<file path="config.mk">
export PLATFORM = sky130hd
export DESIGN_NAME = bcd_muldiv_seq
export DESIGN_NICKNAME = d
export VERILOG_FILES = /design/src/rtl/calc_pkg.sv /design/src/rtl/bcd_addsub.sv /design/src/rtl/bcd_muldiv_seq.sv
export SDC_FILE = /design/constraint.sdc
export NUM_CORES = 1
export LEC_CHECK = 0
export CORE_MARGIN = 1.5
export CORE_UTILIZATION = 30
export CTS_CLUSTER_SIZE = 8
export DETAILED_ROUTE_END_ITERATION = 10
export GPL_TIMING_DRIVEN = 0
export HOLD_SLACK_MARGIN = 0.03
export SKIP_CTS_REPAIR_TIMING = 1
export SLEW_MARGIN = 20
export SYNTH_ARGS = -nofsm -noshare
export SYNTH_HDL_FRONTEND = slang
export SYNTH_SLANG_ARGS = --single-unit
</file>
<file path="constraint.sdc">
create_clock -name clk -period 19.1 [get_ports clk]
set_clock_uncertainty 0.2 [all_clocks]
set_input_delay 1.91 -clock clk [delete_from_list [all_inputs] [get_ports clk]]
set_output_delay 1.91 -clock clk [all_outputs]
set_load 0.005 [all_outputs]
</file>
<file path="src/rtl/calc_pkg.sv">
// Shared calculator definitions: operation codes and the mul/div sequencer state encoding.
package calc_pkg;

    localparam logic [1:0] OP_ADD = 2'b00;
    localparam logic [1:0] OP_SUB = 2'b01;
    localparam logic [1:0] OP_MUL = 2'b10;
    localparam logic [1:0] OP_DIV = 2'b11;

    typedef enum logic [1:0] {
        IDLE     = 2'b00,
        MUL_LOOP = 2'b01,
        DIV_LOOP = 2'b10,
        DONE     = 2'b11
    } seqState_e;

endpackage

</file>
<file path="src/rtl/bcd_addsub.sv">
// Combinational ripple BCD adder/subtractor; co is the decimal carry (add) or borrow (sub).
module bcd_addsub #(
    parameter int DIGITS = 4
) (
    input  logic [4*DIGITS-1:0] a,
    input  logic [4*DIGITS-1:0] b,
    input  logic                sub,
    output logic [4*DIGITS-1:0] y,
    output logic                co
);

    always_comb begin
        logic       c;
        logic [4:0] t;
        c = 1'b0;
        t = '0;
        y = '0;
        for (int i = 0; i < DIGITS; i++) begin
            if (sub) begin
                t = {1'b0, a[4*i +: 4]} - {1'b0, b[4*i +: 4]} - {4'b0, c};
                c = t[4];
                if (c) t = t + 5'd10;
            end else begin
                t = {1'b0, a[4*i +: 4]} + {1'b0, b[4*i +: 4]} + {4'b0, c};
                c = (t > 5'd9);
                if (c) t = t + 5'd6;
            end
            y[4*i +: 4] = t[3:0];
        end
        co = c;
    end

endmodule

</file>
<file path="src/rtl/bcd_muldiv_seq.sv">
// BCD multiply (repeated add) / divide (repeated subtract) sequencer around one shared BCD add/sub unit.
module bcd_muldiv_seq
    import calc_pkg::*;
#(
    parameter int DIGITS = 2
) (
    input  logic                  clk,
    input  logic                  rst,
    input  logic                  start,
    input  logic [1:0]            op,
    input  logic [4*DIGITS-1:0]   opA,
    input  logic [4*DIGITS-1:0]   opB,
    output logic                  busy,
    output logic                  done,
    output logic                  err,
    output logic [8*DIGITS-1:0]   result
);

    localparam int W = 4*DIGITS;

    seqState_e      state, nextState;
    logic [W-1:0]   regA, regB, cnt, rem, q;
    logic [2*W-1:0] acc;
    logic [2*W-1:0] addA, addB, addY;
    logic           addSub, addCo;
    logic           startOk, digitsOk;

    function automatic logic [W-1:0] bcdStep(input logic [W-1:0] v, input logic dec);
        logic [W-1:0] r;
        logic [3:0]   d;
        logic         c;
        r = v;
        c = 1'b1;
        for (int i = 0; i < DIGITS; i++) begin
            d = v[4*i +: 4];
            if (c) begin
                if (dec) begin
                    if (d == 4'd0) d = 4'd9;
                    else begin d = d - 4'd1; c = 1'b0; end
                end else begin
                    if (d == 4'd9) d = 4'd0;
                    else begin d = d + 4'd1; c = 1'b0; end
                end
            end
            r[4*i +: 4] = d;
        end
        return r;
    endfunction

    function automatic logic allBcd(input logic [W-1:0] v);
        logic ok;
        ok = 1'b1;
        for (int i = 0; i < DIGITS; i++)
            if (v[4*i +: 4] > 4'd9) ok = 1'b0;
        return ok;
    endfunction

    assign startOk  = start && (op == OP_MUL || op == OP_DIV);
    assign digitsOk = allBcd(opA) && allBcd(opB);

    // One adder serves both loops: acc + A when multiplying, rem - B when dividing
    always_comb begin
        addA   = acc;
        addB   = {{W{1'b0}}, regA};
        addSub = 1'b0;
        if (state == DIV_LOOP) begin
            addA   = {{W{1'b0}}, rem};
            addB   = {{W{1'b0}}, regB};
            addSub = 1'b1;
        end
    end

    bcd_addsub #(.DIGITS(2*DIGITS)) uAddSub (
        .a   (addA),
        .b   (addB),
        .sub (addSub),
        .y   (addY),
        .co  (addCo)
    );

    always_ff @(posedge clk or posedge rst) begin
        if (rst) state <= IDLE;
        else     state <= nextState;
    end

    always_comb begin
        nextState = state;
        case (state)
            IDLE: begin
                if (startOk) begin
                    if (!digitsOk)        nextState = DONE;
                    else if (op == OP_MUL) nextState = MUL_LOOP;
                    else                   nextState = DIV_LOOP;
                end
            end
            MUL_LOOP: if (cnt == '0) nextState = DONE;
            DIV_LOOP: if (regB == '0 || addCo) nextState = DONE;
            DONE:     nextState = IDLE;
            default:  nextState = IDLE;
        endcase
    end

    assign busy = (state == MUL_LOOP) || (state == DIV_LOOP);
    assign done = (state == DONE);

    always_ff @(posedge clk or posedge rst) begin
        if (rst) begin
            regA   <= '0;
            regB   <= '0;
            cnt    <= '0;
            rem    <= '0;
            q      <= '0;
            acc    <= '0;
            err    <= 1'b0;
            result <= '0;
        end else begin
            case (state)
                IDLE: begin
                    if (startOk) begin
                        regA <= opA;
                        regB <= opB;
                        acc  <= '0;
                        cnt  <= opB;
                        rem  <= opA;
                        q    <= '0;
                        if (!digitsOk) begin
                            err    <= 1'b1;
                            result <= '0;
                        end
                    end
                end
                MUL_LOOP: begin
                    if (cnt == '0) begin
                        result <= acc;
                        err    <= 1'b0;
                    end else begin
                        acc <= addY;
                        cnt <= bcdStep(cnt, 1'b1);
                    end
                end
                DIV_LOOP: begin
                    if (regB == '0) begin
                        result <= '0;
                        err    <= 1'b1;
                    end else if (addCo) begin
                        result <= {q, rem};
                        err    <= 1'b0;
                    end else begin
                        rem <= addY[W-1:0];
                        q   <= bcdStep(q, 1'b0);
                    end
                end
                default: ;
            endcase
        end
    end

endmodule
</file>
==> impl_metrics.toml, run 1 <==
[outcome]
status = "finished, final reports clean"

[clocking]
htree_levels = 3
cts.sink_count = 75
clkLatencyLatePin_ns = 0.34
cts_buffers = 9
path_clk_slew_ns = 0.06
cts_tree = "done"
cts.path.max_buffers = 2
cts.root.buffer_cell = "clkbuf_16"

[synth]
ys_warn_count = 0
synth_area_per_cell_um2 = 9.611
ys_ff_latch = 75
synth.most_common_cell = "dfrtp_1"
synth_cells = 575
synthTopCellsByCount = "75 x dfrtp_1, 51 x nand2_1, 40 x o21ai_0"
async_flop_share_pct = 100.0
synth-main-ff-cell = "dfrtp_1"
synth.top_cell.area_share_pct = 33.96
syn_nets = 641
synth-seq-area-share_pct = 33.96
yosysTopAreaCell = "dfrtp_1"
synth_edf_count = 0
synth_area_leaders = "dfrtp_1 34%, ha_1 8.8%, mux2_2 7.9%"
ys_types = 72
synth.cell_area_um2 = 5527

[critical_path]
end_kind = "flip-flop"
r2r_end = "q[7]"
critPathMaxStageDelay_ns = 0.57
worst_path_most_repeated_cell = "ha_1"
crit_start = "state[0]"
reg2reg_depth = 32
r2r_setup_slack_ns = 9.57
worst-setup-path-type = "flip-flop to flip-flop"
worstPathArrival_ns = 9.58
crit_end = "q[7]"
r2r_start = "state[0]"
startpoint_type = "flip-flop"
path_max_fanout = 10
cp_slowest_cell = "buf_1"
critPathRequiredTime_ns = 19.16

[floorplanning]
die-area_um2 = 19240
die_w_um = 138.7
core_area_um2 = 18020
initial_core_util_pct = 30.66
io-pin-count = 40
chipHeight_um = 138.7
std_cell_rows = 49

[sta]
setup_violations = 0
fin_crit_sh_pct = 49.89
slew_headroom_pct = 30.20
setup_ws_ns = 9.571
setup_tns_ns = 0
tightest_slew_ns = 1.047
drv_slew = 0
rsz0062_at_grt = "no"
post-route-min-period_ns = 9.529
hold_viol_final = 0
fmax_mhz = 104.9

[place]
dpl_worst_slack_ns = 9.592
gp_congestion = 0.8810
dp_hpwl_um = 10950
placedCellCount = 844
portBuffers = 39

[final_layout]
insertedDiodeCount = 0
fin_cells = 860
fin_nets = 692
fillers = 1892
drive_gt1_share_pct = 13.95
area_growth_pct = 18.13

[global_routing]
grt_max_degree = 52
track_usage_pct = 15.48
grt_first_pass_wirelength_um = 23610
grt_pass1_vias = 4347
antenna_found_initial = 0
gr-total-overflow = 0

[detailed_routing]
vias = 4550
routedWlPerCell_um = 17.11
ant_nets = 0
drt_iter0_markers = 246
drt_wl_total_um = 14710
vias_per_cell = 5.291
dr.pass1.iters = 4
drc = 0

[run]
cap_viol_max_count = 0

[worst_hold_path]
hp-class = "flip-flop to flip-flop"
-- sequential cells by signal (all words and copies together) (netlist names) --
name / cells
acc: 16
regB: 8
cnt: 8
err: 1
regA: 8
rem: 8
result: 16
q: 8
state: 2
-- cell families (layout without fill, tap and decap cells) --
group | after synthesis | after routing | synth area share, %
AO/OA/AOI/OAI | 162 | 162 | 20.94
AND/OR/NAND/NOR | 153 | 153 | 14.01
multiplexers | 58 | 58 | 12.29
adder cells (fa/ha/maj) | 45 | 45 | 11.00
buffers and inverters | 67 | 123 | 5.162
XOR/XNOR | 15 | 15 | 2.626
flip-flops | 75 | 75 | 33.96
-- stage by stage --
| step | area, um2 | utilization, % | hold slack, ns |
|---|---|---|---|
| 2_1_floorplan | 5527 | - | 0.2666 |
| 3_3_place_gp | 6203 | 34.42 | 0.2831 |
| 3_5_place_dp | 6233 | 34.58 | 0.2897 |
| 4_1_cts | 6529 | 36.22 | 0.3024 |
| 5_1_grt | 6529 | 36.22 | 0.3152 |
| 6_report | 6529 | 36.22 | 0.3001 |
-- metal layers --
metal  global-route usage, %  wire, um  vias up
met5                       0         0        -
met4                   5.702       454        0
met3                   2.659       529       25
met2                   24.35      6646       98
met1                   21.38      7083     2227
li1                        -         -     2200
-- worst min-delay path by stage --
stage            start       to  slack [ns]  depth (start not counted)
3_3_place_gp   regA[2]  regA[2]        0.28                          1
2_1_floorplan   rem[2]   rem[2]        0.27                          2
5_1_grt        regA[7]  regA[7]        0.32                          1
4_1_cts        regA[3]  regA[3]        0.30                          1
3_5_place_dp   regA[3]  regA[3]        0.29                          1
6_report       regA[6]  regA[6]        0.30                          1
-- critical path: cells and delay by family (launching register included) --
| family | cells | cell delay, ns |
|---|---|---|
| flip-flops | 1 | 0.41 |
| AO/OA/AOI/OAI | 7 | 1.69 |
| buffers and inverters | 6 | 1.57 |
| multiplexers | 2 | 0.53 |
| AND/OR/NAND/NOR | 5 | 1.11 |
| XOR/XNOR | 2 | 0.58 |
| adder cells (fa/ha/maj) | 10 | 3.32 |
-- area by class of cell --
class	count	area, um2	share of cell area (%)
Buffer	29	142.6	2.185
Clock inverter	5	52.55	0.8049
Clock buffer	11	242.7	3.718
Timing Repair Buffer	40	417.9	6.401
Sequential cell	75	1877	28.75
Inverter	38	145.1	2.223
Tap cell	229	286.5	4.389
Multi-Input combinational cell	433	3364	51.53
-- layout by cell type (no fill, tap or decap), types with 4 or more instances in the layout --
master,instances
o21ai_0,40
clkbuf_1,18
mux2_4,10
nand4_1,4
o31ai_1,12
nand3_1,12
buf_2,8
nand2b_1,8
ha_1,39
a21o_1,6
nor3_1,10
a22o_1,5
nand2_1,51
a22oi_1,21
a21oi_1,20
a211oi_1,7
mux2i_1,9
clkbuf_16,9
xnor2_1,10
clkdlybuf4s50_1,39
fa_1,6
inv_1,37
nor2b_1,22
nor2_1,23
xor2_1,4
mux2_2,39
dfrtp_1,75
o211ai_1,6
Power of run 1 is not shown: default switching activity piles up to over one toggle a cycle in this logic, so the estimate is an artifact.
==> inputs of run 2 (changes only) <==
==> constraint.sdc (replaced) <==
create_clock -name clk -period 7.73 [get_ports clk]
set_clock_uncertainty 0.2 [all_clocks]
set_input_delay 0.773 -clock clk [delete_from_list [all_inputs] [get_ports clk]]
set_output_delay 0.773 -clock clk [all_outputs]
set_load 0.005 [all_outputs]
==> run 2 against run 1 <==
  * Flip-flop and latch count unchanged
  * Highest routed layer unchanged
  * Sequential share of layout area down 1.3 points
  * Routed wire length up 1.5%
==> impl_metrics.toml, run 2 (same netlist as run 1, synthesis figures left out) <==
[sta]
tightest_slew_ns = 1.076
hold_viol_final = 0
drv_slew = 0
setup_tns_ns = 0
setup_violations = 0
fmax_mhz = 133.9
slew_headroom_pct = 27.64
post-route-min-period_ns = 7.468
fin_crit_sh_pct = 96.61

[floorplanning]
core_area_um2 = 18020
std_cell_rows = 49
initial_core_util_pct = 30.66
io-pin-count = 40
die_w_um = 138.7
die-area_um2 = 19240
chipHeight_um = 138.7

[global_routing]
grt_max_degree = 50
track_usage_pct = 15.54
grt_first_pass_wirelength_um = 23670
grt_pass1_vias = 4363
gr-total-overflow = 0
antenna_found_initial = 0

[critical_path]
worstPathArrival_ns = 7.49
worst_path_most_repeated_cell = "ha_4"
startpoint_type = "flip-flop"
critPathMaxStageDelay_ns = 0.46
crit_family = "adder cells"
cp_slowest_cell = "fa_2"
critPathRequiredTime_ns = 7.76
cp.buffers_inverters = 9
path_max_fanout = 10
worst-setup-path-type = "flip-flop to flip-flop"
end_kind = "flip-flop"

[detailed_routing]
dr.pass1.iters = 5
vias_per_cell = 5.284
ant_nets = 0
drt_iter0_markers = 261
drt_wl_total_um = 14930
vias = 4581
routedWlPerCell_um = 17.22
drc = 0

[clocking]
clkLatencyLatePin_ns = 0.34
htree_levels = 3
cts.sink_count = 75
cts.path.max_buffers = 2
cts_tree = "done"
cts.root.buffer_cell = "clkbuf_16"
cts_buffers = 9
path_clk_slew_ns = 0.06

[final_layout]
drive_gt1_share_pct = 19.75
insertedDiodeCount = 0
fin_area_um2 = 6830
top_regs = "acc (16), result (16)"
mostFrequentLayoutCells = "75 x dfrtp_1, 51 x nand2_1, 39 x mux2_2, 39 x o21ai_0, 39 x clkdlybuf4s50_1"
fin_cells = 867
area_growth_pct = 23.59
fin_nets = 700
layout_commonest_cell = "dfrtp_1"

[place]
portBuffers = 39
placed_area_um2 = 6235
dp_hpwl_um = 10930
gp_congestion = 0.8826
placedCellCount = 844

[worst_hold_path]
hp-class = "flip-flop to flip-flop"

[outcome]
status = "finished, final reports clean"

[run]
cap_viol_max_count = 0
run 2: path summary, 6_finish.rpt:
path,from,to,slack (ns),cells past startpoint
worst max-delay path,state[0],result[6],0.26,34
worst min-delay path,regA[5],regA[5],0.30,1
worst max register to register,state[0],result[6],0.26,34
worst min register to register,regA[5],regA[5],0.30,1
max in group asynchronous,rst,cnt[3],6.19,3
min in group asynchronous,rst,result[12],0.57,2
run 2: per-stage QoR:
step	setup slack, ns	util, %	hold WS, ns
after floorplan	0.09769	-	0.2666
after global placement	-1.414	34.42	0.2844
after detailed placement	-1.418	34.59	0.2922
after CTS	-1.461	36.21	0.3060
after global routing	-0.1064	37.89	0.3108
final	0.2620	37.89	0.3028
run 2: cell type report:
type                       instances  area, um2
buffer                            28      178.9
clock buffer                      10      239.0
clock inverter                     5      53.80
fill                            1849      11190
sequential                        75       1877
tap                              229      286.5
timing repair buffer              49      485.5
inverter                          38      145.1
multi-input combinational        433       3565
run 2: layer usage:
layer | track usage (%) | part of all wire, %
met5 | 0 | 0
met4 | 3.180 | 0.54
met3 | 2.831 | 4.9
met2 | 25.03 | 47
met1 | 21.88 | 47
Power of run 2 is left out for the same reason.
